`src/rtl/slave_out_port.sv`:
```
// Slave-side serial transmitter: fetches a burst from slave memory and shifts it out
// LSB-first on tx_data after an s_valid/m_ready handshake, prefetching each next word.
module slave_out_port #(
  parameter int WORD_SIZE  = 8,
  parameter int ADDR_WIDTH = 12,
  parameter int BURST_SIZE = 15
) (
  input  logic                  clk,
  input  logic                  rst,
  input  logic                  start,
  input  logic [ADDR_WIDTH-1:0] start_addr,
  input  logic [BURST_SIZE-1:0] burst_size,
  output logic                  mem_rd_en,
  output logic [ADDR_WIDTH-1:0] mem_addr,
  input  logic [WORD_SIZE-1:0]  mem_rd_data,
  input  logic                  m_ready,
  output logic                  s_valid,
  output logic                  tx_data,
  output logic                  busy,
  output logic                  tx_done
);

  // state | meaning
  // IDLE  | waiting for start
  // FETCH | first word read in flight, waits for read data
  // VALID | word 0 loaded, s_valid held until m_ready
  // SEND  | shifting bits out, next word prefetched into next_buf
  typedef enum logic [1:0] {IDLE, FETCH, VALID, SEND} state_t;

  localparam int                   CW       = $clog2(WORD_SIZE);
  localparam logic [CW-1:0]         LAST_BIT = CW'(WORD_SIZE - 1);
  localparam logic [BURST_SIZE-1:0] ONE_B    = BURST_SIZE'(1);
  localparam logic [ADDR_WIDTH-1:0] ONE_A    = ADDR_WIDTH'(1);

  state_t                state;
  logic                  rd_valid;
  logic [WORD_SIZE-1:0]  shift_reg;
  logic [WORD_SIZE-1:0]  next_buf;
  logic [WORD_SIZE-1:0]  next_word;
  logic [CW-1:0]         bit_cnt;
  logic [BURST_SIZE-1:0] words_left;
  logic [BURST_SIZE-1:0] reads_left;

  // Short words can reach the word boundary on the same edge the prefetch data lands.
  assign next_word = rd_valid ? mem_rd_data : next_buf;

  always_ff @(posedge clk or posedge rst) begin
    if (rst) begin
      state      <= IDLE;
      rd_valid   <= 1'b0;
      shift_reg  <= '0;
      next_buf   <= '0;
      bit_cnt    <= '0;
      words_left <= '0;
      reads_left <= '0;
      mem_rd_en  <= 1'b0;
      mem_addr   <= '0;
      s_valid    <= 1'b0;
      tx_data    <= 1'b0;
      busy       <= 1'b0;
      tx_done    <= 1'b0;
    end else begin
      mem_rd_en <= 1'b0;
      tx_done   <= 1'b0;
      rd_valid  <= mem_rd_en;
      case (state)
        IDLE: begin
          if (start) begin
            mem_rd_en  <= 1'b1;
            mem_addr   <= start_addr;
            words_left <= (burst_size == '0) ? '0 : burst_size - ONE_B;
            reads_left <= (burst_size == '0) ? '0 : burst_size - ONE_B;
            busy       <= 1'b1;
            state      <= FETCH;
          end
        end
        FETCH: begin
          if (rd_valid) begin
            shift_reg <= mem_rd_data;
            s_valid   <= 1'b1;
            state     <= VALID;
          end
        end
        VALID: begin
          if (m_ready) begin
            s_valid   <= 1'b0;
            tx_data   <= shift_reg[0];
            shift_reg <= shift_reg >> 1;
            bit_cnt   <= '0;
            state     <= SEND;
            if (reads_left != '0) begin
              mem_rd_en  <= 1'b1;
              mem_addr   <= mem_addr + ONE_A;
              reads_left <= reads_left - ONE_B;
            end
          end
        end
        SEND: begin
          if (rd_valid) next_buf <= mem_rd_data;
          if (bit_cnt != LAST_BIT) begin
            tx_data   <= shift_reg[0];
            shift_reg <= shift_reg >> 1;
            bit_cnt   <= bit_cnt + 1'b1;
          end else if (words_left != '0) begin
            tx_data    <= next_word[0];
            shift_reg  <= next_word >> 1;
            bit_cnt    <= '0;
            words_left <= words_left - ONE_B;
            if (reads_left != '0) begin
              mem_rd_en  <= 1'b1;
              mem_addr   <= mem_addr + ONE_A;
              reads_left <= reads_left - ONE_B;
            end
          end else begin
            tx_data <= 1'b0;
            tx_done <= 1'b1;
            busy    <= 1'b0;
            state   <= IDLE;
          end
        end
        default: state <= IDLE;
      endcase
    end
  end

endmodule

```
`config.mk`:
```
export PLATFORM = sky130hd
export DESIGN_NAME = slave_out_port
export DESIGN_NICKNAME = d
export VERILOG_FILES = /design/src/rtl/slave_out_port.sv
export SDC_FILE = /design/constraint.sdc
export NUM_CORES = 1
export LEC_CHECK = 0
export ABC_CLOCK_PERIOD_IN_PS = 2800
export BUFFER_PORTS_ARGS = -buffer_cell sky130_fd_sc_hd__buf_4
export CAP_MARGIN = 10
export CORE_ASPECT_RATIO = 0.8
export CORE_MARGIN = 5
export CORE_UTILIZATION = 30
export DETAILED_ROUTE_END_ITERATION = 10
export GPL_ROUTABILITY_DRIVEN = 0
export PLACE_DENSITY = 0.56
export SLEW_MARGIN = 20
export SYNTH_ARGS = -nofsm -noshare
export SYNTH_HDL_FRONTEND = slang
export SYNTH_SLANG_ARGS = --single-unit
```
`constraint.sdc`:
```
create_clock -name clk -period 2.8 [get_ports clk]
set_clock_uncertainty 0.1 [all_clocks]
set_input_delay 0.14 -clock clk [delete_from_list [all_inputs] [get_ports clk]]
set_output_delay 0.14 -clock clk [all_outputs]
set_load 0.01 [all_outputs]
```
==> impl_metrics.toml, run 1 <==
[synth]
synthesis.area_um2 = 4540
async_reset_ff_frac = 1.00
synth_flop_cell = "dfrtp_1"
synth-edff-count = 0
yosys_warnings = 0
synth_cell_type_count = 62
ys_seq_area_frac = 0.381
avgSynthCellArea_um2 = 8.69
synthCells = 522
syn_nets = 572
synth_seq_cells = 69

[finish]
diodes = 0
n_fill_cell = 1552
fin_util = 0.373
mostFrequentLayoutCells = "69 x dfrtp_1, 69 x buf_4, 48 x nor2_1, 48 x o21ai_0, 41 x a21oi_1"
drive_gt1_frac = 0.190
reg_top3 = "reads_left (15), words_left (15), mem_addr (12)"
area_growth_pct = 22.5
final_nets = 636

[drt]
wl_per_cell_um = 17.3
viasPerCell = 5.56
ant_nets = 0
vias = 4329
routed_wirelength_um = 13400
drc = 0
first_iter_violations = 381
firstDrtPassIters = 4

[min_path]
min_from = "start_addr[9]"
worstHoldPathType = "in -> reg"
holdPathStages = 3
hold_path_end = "mem_addr[9]"

[floorplan]
core_area_um2 = 14900
dieHeight_um = 120
num_rows = 40
ios = 56
die_w_um = 147
start_util = 0.304
die-area_um2 = 17700

[clock_tree]
cts_inserted_buffers = 9
cts_tree = "done"
cts_resized = 0
clockBufferDepth = 2
clock_sinks = 69
cts-root-buf = "clkbuf_16"
path_clk_slew_ns = 0.05
cts_max_level = 3
cts_setup_buffers = 0
cts.hold.buffers_added = 12
clk_latency_ns = 0.33

[setup_path]
cpPeakStageDelay_ns = 0.52
cp_cell_sequence = "inv_1 > ha_1 > nor3b_2 > nand2_1 > or4_4 > a21oi_4 > mux2_1"
worst_path_max_delay_cell = "or4_4"
rr_endpoint = "state[1]"
ff2ff_path_depth = 7
cp.arrival_ns = 2.73
critPathCaptureType = "register"
worstPathRequired_ns = 2.91
r2r-start = "words_left[0]"
criticalPathCategory = "reg -> reg"
r2r_setup_slack_ns = 0.18
critical_path_peak_fanout = 7
crit_path_start_kind = "register"
cp-startpoint = "words_left[0]"

[global_route]
grt-ovfl-total = 0
grt_pass1_wl_um = 22200
grt_pass1_vias = 4315
antenna_found_initial = 0
grt.total_usage = 0.153
grt_max_degree = 39

[run]
cap_violations = 0

[power_and_ir_drop]
power_density_nw_per_um2 = 392
ir_drop_v = 0.000245
p_seq_frac = 0.462
p_sw_frac = 0.232
clkPwrFrac = 0.460
leakagePower_nw = 2.38
p_comb_frac = 0.077
p_int_w = 0.00167
switchingPower_w = 0.000506

[sta]
finalHoldViolCount = 0
finalMaxSlewViolations = 0
setup_viol = 0
setup_tns_ns = 0
max_slew_margin = 0.430
rsz0062_at_grt = "no"
worst_pin_slew_ns = 0.854
period_needed_ns = 2.62
fmaxAchievable_mhz = 381
final.period_utilization = 0.937

[run_status]
status = "finished clean"

[placed_design]
io_buffers = 55
dp_hpwl_um = 9730
metrics by stage:
stage | worst slack, ns | cells | hold slack (ns) | cell area (µm²) | power, W
after global routing | 0.0374 | 778 | 0.0109 | 5560 | 0.00227
final | 0.176 | 778 | 0.0143 | 5560 | 0.00218
after detailed placement | 0.255 | 752 | 0.279 | 5190 | 0.00118
after floorplan | 0.518 | 522 | 0.188 | 4540 | 0.00109
after CTS | 0.226 | 778 | 0.00343 | 5560 | 0.00221
after global placement | 0.351 | 752 | 0.276 | 5190 | 0.00118
cells by family (layout without fill, tap and decap cells):
kind of cell / Yosys count / after routing / synth area share
DFF: 69 / 69 / 0.381
and+or+nand+nor: 203 / 203 / 0.248
AOI/OAI and AO/OA: 158 / 158 / 0.222
muxes: 25 / 25 / 0.0585
xor gates and xnor gates: 10 / 10 / 0.0193
buffers and inverters: 46 / 113 / 0.0416
adders and majority gates: 11 / 11 / 0.0303
critical path: cells and delay by family, from the launching register on:
kind                     cells  cell delay (ns)
AO/OA/AOI/OAI                1             0.20
adder cells (fa/ha/maj)      1             0.22
buffers and inverters        1             0.11
flip-flops                   1             0.45
multiplexers                 1             0.34
AND/OR/NAND/NOR              3             1.09
worst max-delay path by stage:
stage / depth (start not counted) / endpoint
after global routing: 7 / state[1]
after floorplan: 7 / state[1]
after global placement: 7 / state[1]
final: 7 / state[1]
after detailed placement: 7 / state[1]
after CTS: 7 / state[1]
synthesized netlist by cell type, types with 4 or more instances:
master,instances,area [µm²]
a211oi_1,11,82.6
a21oi_1,41,205
a221oi_1,10,87.6
a22o_1,7,61.3
a31oi_1,7,43.8
and3_1,6,37.5
buf_2,13,65.1
clkbuf_1,15,56.3
dfrtp_1,69,1730
ha_1,11,138
inv_1,17,63.8
mux2_2,11,124
mux2i_1,13,130
nand2_1,40,150
nand2b_1,7,43.8
nand3_1,22,110
nand3b_1,5,37.5
nand4_1,10,62.6
nor2_1,49,184
nor2b_1,4,25.0
nor3_1,18,90.1
nor4_1,6,37.5
o21ai_0,48,240
o22ai_1,10,62.6
or3_1,5,31.3
xnor2_1,4,35.0
xor2_1,6,52.6
layout make-up:
type,count,area (µm²),share of cell area
clock buffers,11,233,0.0419
clock inverters,3,15.0,0.00270
inverters,17,63.8,0.0115
multi-input cells,407,2620,0.472
flip-flops and latches,69,1730,0.311
well taps,189,236,0.0426
repair buffers,82,658,0.118
power by group through the flow:
stage,sequential (W),clock (W),combinational (W)
after floorplan,0.00102,0,0.0000671
after global placement,0.00102,0,0.000153
after detailed placement,0.00102,0,0.000156
after CTS,0.00101,0.00103,0.000169
after global routing,0.00101,0.00108,0.000186
final,0.00101,0.00100,0.000168
per-layer routing:
layer | up-vias | GRT usage | wire length, µm
met4 | 0 | 0.0413 | 201
met2 | 125 | 0.238 | 5920
met5 | - | 0 | 0
li1 | 2077 | - | -
met1 | 2108 | 0.211 | 6580
met3 | 19 | 0.0393 | 746
(Power assumes the default switching activity.)
==> run 2: changes to the inputs <==
Settings changed: CTS_BUF_LIST set to sky130_fd_sc_hd__clkbuf_4 sky130_fd_sc_hd__clkbuf_8 sky130_fd_sc_hd__clkbuf_16.
==> run 2 against run 1 <==
  * Worst hold slack worse by 0.00061 ns
  * First-iteration DRC count is 6.6% higher
  * Routed wire length is 0.17% lower
  * Clock-buffer cell count stayed put
  * Design area is 0.14% higher
  * Die area stayed put
  * Non-clock buffer count stayed put
  * Critical path type unchanged
  * Critical endpoint unchanged
  * Largest cell class unchanged
==> impl_metrics.toml, run 2 (synthesized netlist as in run 1, its figures left out) <==
[clock_tree]
cts_max_level = 3
clk_latency_ns = 0.33
path_clk_slew_ns = 0.05
clock_sinks = 69
cts_tree = "done"
cts_inserted_buffers = 9
cts_setup_buffers = 0
cts.hold.buffers_added = 12
cts_resized = 0
clockBufferDepth = 2
cts-root-buf = "clkbuf_16"

[sta]
setup_viol = 0
finalHoldViolCount = 0
finalMaxSlewViolations = 0
max_slew_margin = 0.427
fmaxAchievable_mhz = 385
final.period_utilization = 0.928
period_needed_ns = 2.60
worst_pin_slew_ns = 0.858
rsz0062_at_grt = "no"
setup_tns_ns = 0

[setup_path]
cp.arrival_ns = 2.71
critPathCaptureType = "register"
crit_path_start_kind = "register"
critical_path_peak_fanout = 7
criticalPathCategory = "reg -> reg"
worstPathRequired_ns = 2.91

[drt]
viasPerCell = 5.59
wl_per_cell_um = 17.3
firstDrtPassIters = 6
first_iter_violations = 406
drc = 0
routed_wirelength_um = 13400
ant_nets = 0
vias = 4350

[min_path]
worstHoldPathType = "in -> reg"

[floorplan]
dieHeight_um = 120
start_util = 0.304
core_area_um2 = 14900
die_w_um = 147
die-area_um2 = 17700
ios = 56
num_rows = 40

[run]
cap_violations = 0

[finish]
fin_util = 0.373
final_nets = 636
reg_top3 = "reads_left (15), words_left (15), mem_addr (12)"
diodes = 0
instances_no_fill = 778
mostFrequentLayoutCells = "69 x dfrtp_1, 69 x buf_4, 48 x nor2_1, 48 x o21ai_0, 41 x a21oi_1"
area_growth_pct = 22.6
final_area_um2 = 5560
drive_gt1_frac = 0.194

[global_route]
grt_pass1_wl_um = 22200
grt.total_usage = 0.153
grt_busiest_layer = "met2"
grtUsageMet1 = 0.211
grt-ovfl-total = 0
met2_usage = 0.238
grt_max_degree = 39
met3_usage = 0.0393
antenna_found_initial = 0
grt_pass1_vias = 4315

[placed_design]
dp_hpwl_um = 9730
io_buffers = 55
placed_area_um2 = 5190
dp_cells = 752

[power_and_ir_drop]
power_density_nw_per_um2 = 394
p_int_w = 0.00169
p_seq_frac = 0.459
switchingPower_w = 0.000505
p_sw_frac = 0.230
ir_drop_v = 0.000245
power.total_w = 0.00219
clkPwrFrac = 0.465
leakagePower_nw = 2.38
p_comb_frac = 0.076

[run_status]
status = "finished clean"
-- run 2: cell types whose count changed in the layout (fill, tap and decap cells not counted) --
cell	previous run	this run
clkbuf_1	2	0
clkbuf_4	0	2
-- run 2: routing by layer --
layer	wire (µm)	share of wire
met1	6550	0.49
met2	5920	0.44
met3	764	0.057
met4	196	0.015
met5	0	0
-- run 2: per-stage QoR --
step / worst slack, ns / hold slack (ns)
global placement: 0.351 / 0.276
floorplan: 0.518 / 0.188
finish: 0.202 / 0.0136
global route: 0.0376 / 0.0109
detailed placement: 0.255 / 0.279
CTS: 0.226 / 0.00343
-- run 2: path summary, 6_finish.rpt --
| check | to | from | cells after the start | slack [ns] |
|---|---|---|---|---|
| max | state[1] | words_left[0] | 7 | 0.20 |
| min | mem_addr[9] | start_addr[9] | 3 | 0.01 |
| max reg2reg | state[1] | words_left[0] | 7 | 0.20 |
| min reg2reg | rd_valid | mem_rd_en | 0 | 0.33 |
| max in group asynchronous | bit_cnt[2] | rst | 4 | 1.46 |
| min in group asynchronous | mem_addr[2] | rst | 3 | 0.45 |
-- run 2: cell type report --
class                   instances  area [µm²]
inverters                      17        63.8
flip-flops and latches         69        1730
fillers                      1551        9350
clock buffers                  11         240
multi-input cells             407        2620
repair buffers                 82         658
well taps                     189         236
clock inverters                 3        15.0
-- run 2: critical path, cell delays in order, from the launching register on --
cell and delay, ns:
dfrtp_1 0.45, inv_1 0.11, ha_1 0.21, nor3b_2 0.31
nand2_1 0.23, or4_4 0.52, a21oi_4 0.20, mux2_1 0.34
-- run 2: power by group through the flow --
stage	sequential, W	combinational, W	clock, W
finish	0.00101	0.000168	0.00102
global route	0.00101	0.000186	0.00110
CTS	0.00101	0.000169	0.00105
detailed placement	0.00102	0.000156	0
global placement	0.00102	0.000153	0
floorplan	0.00102	0.0000671	0
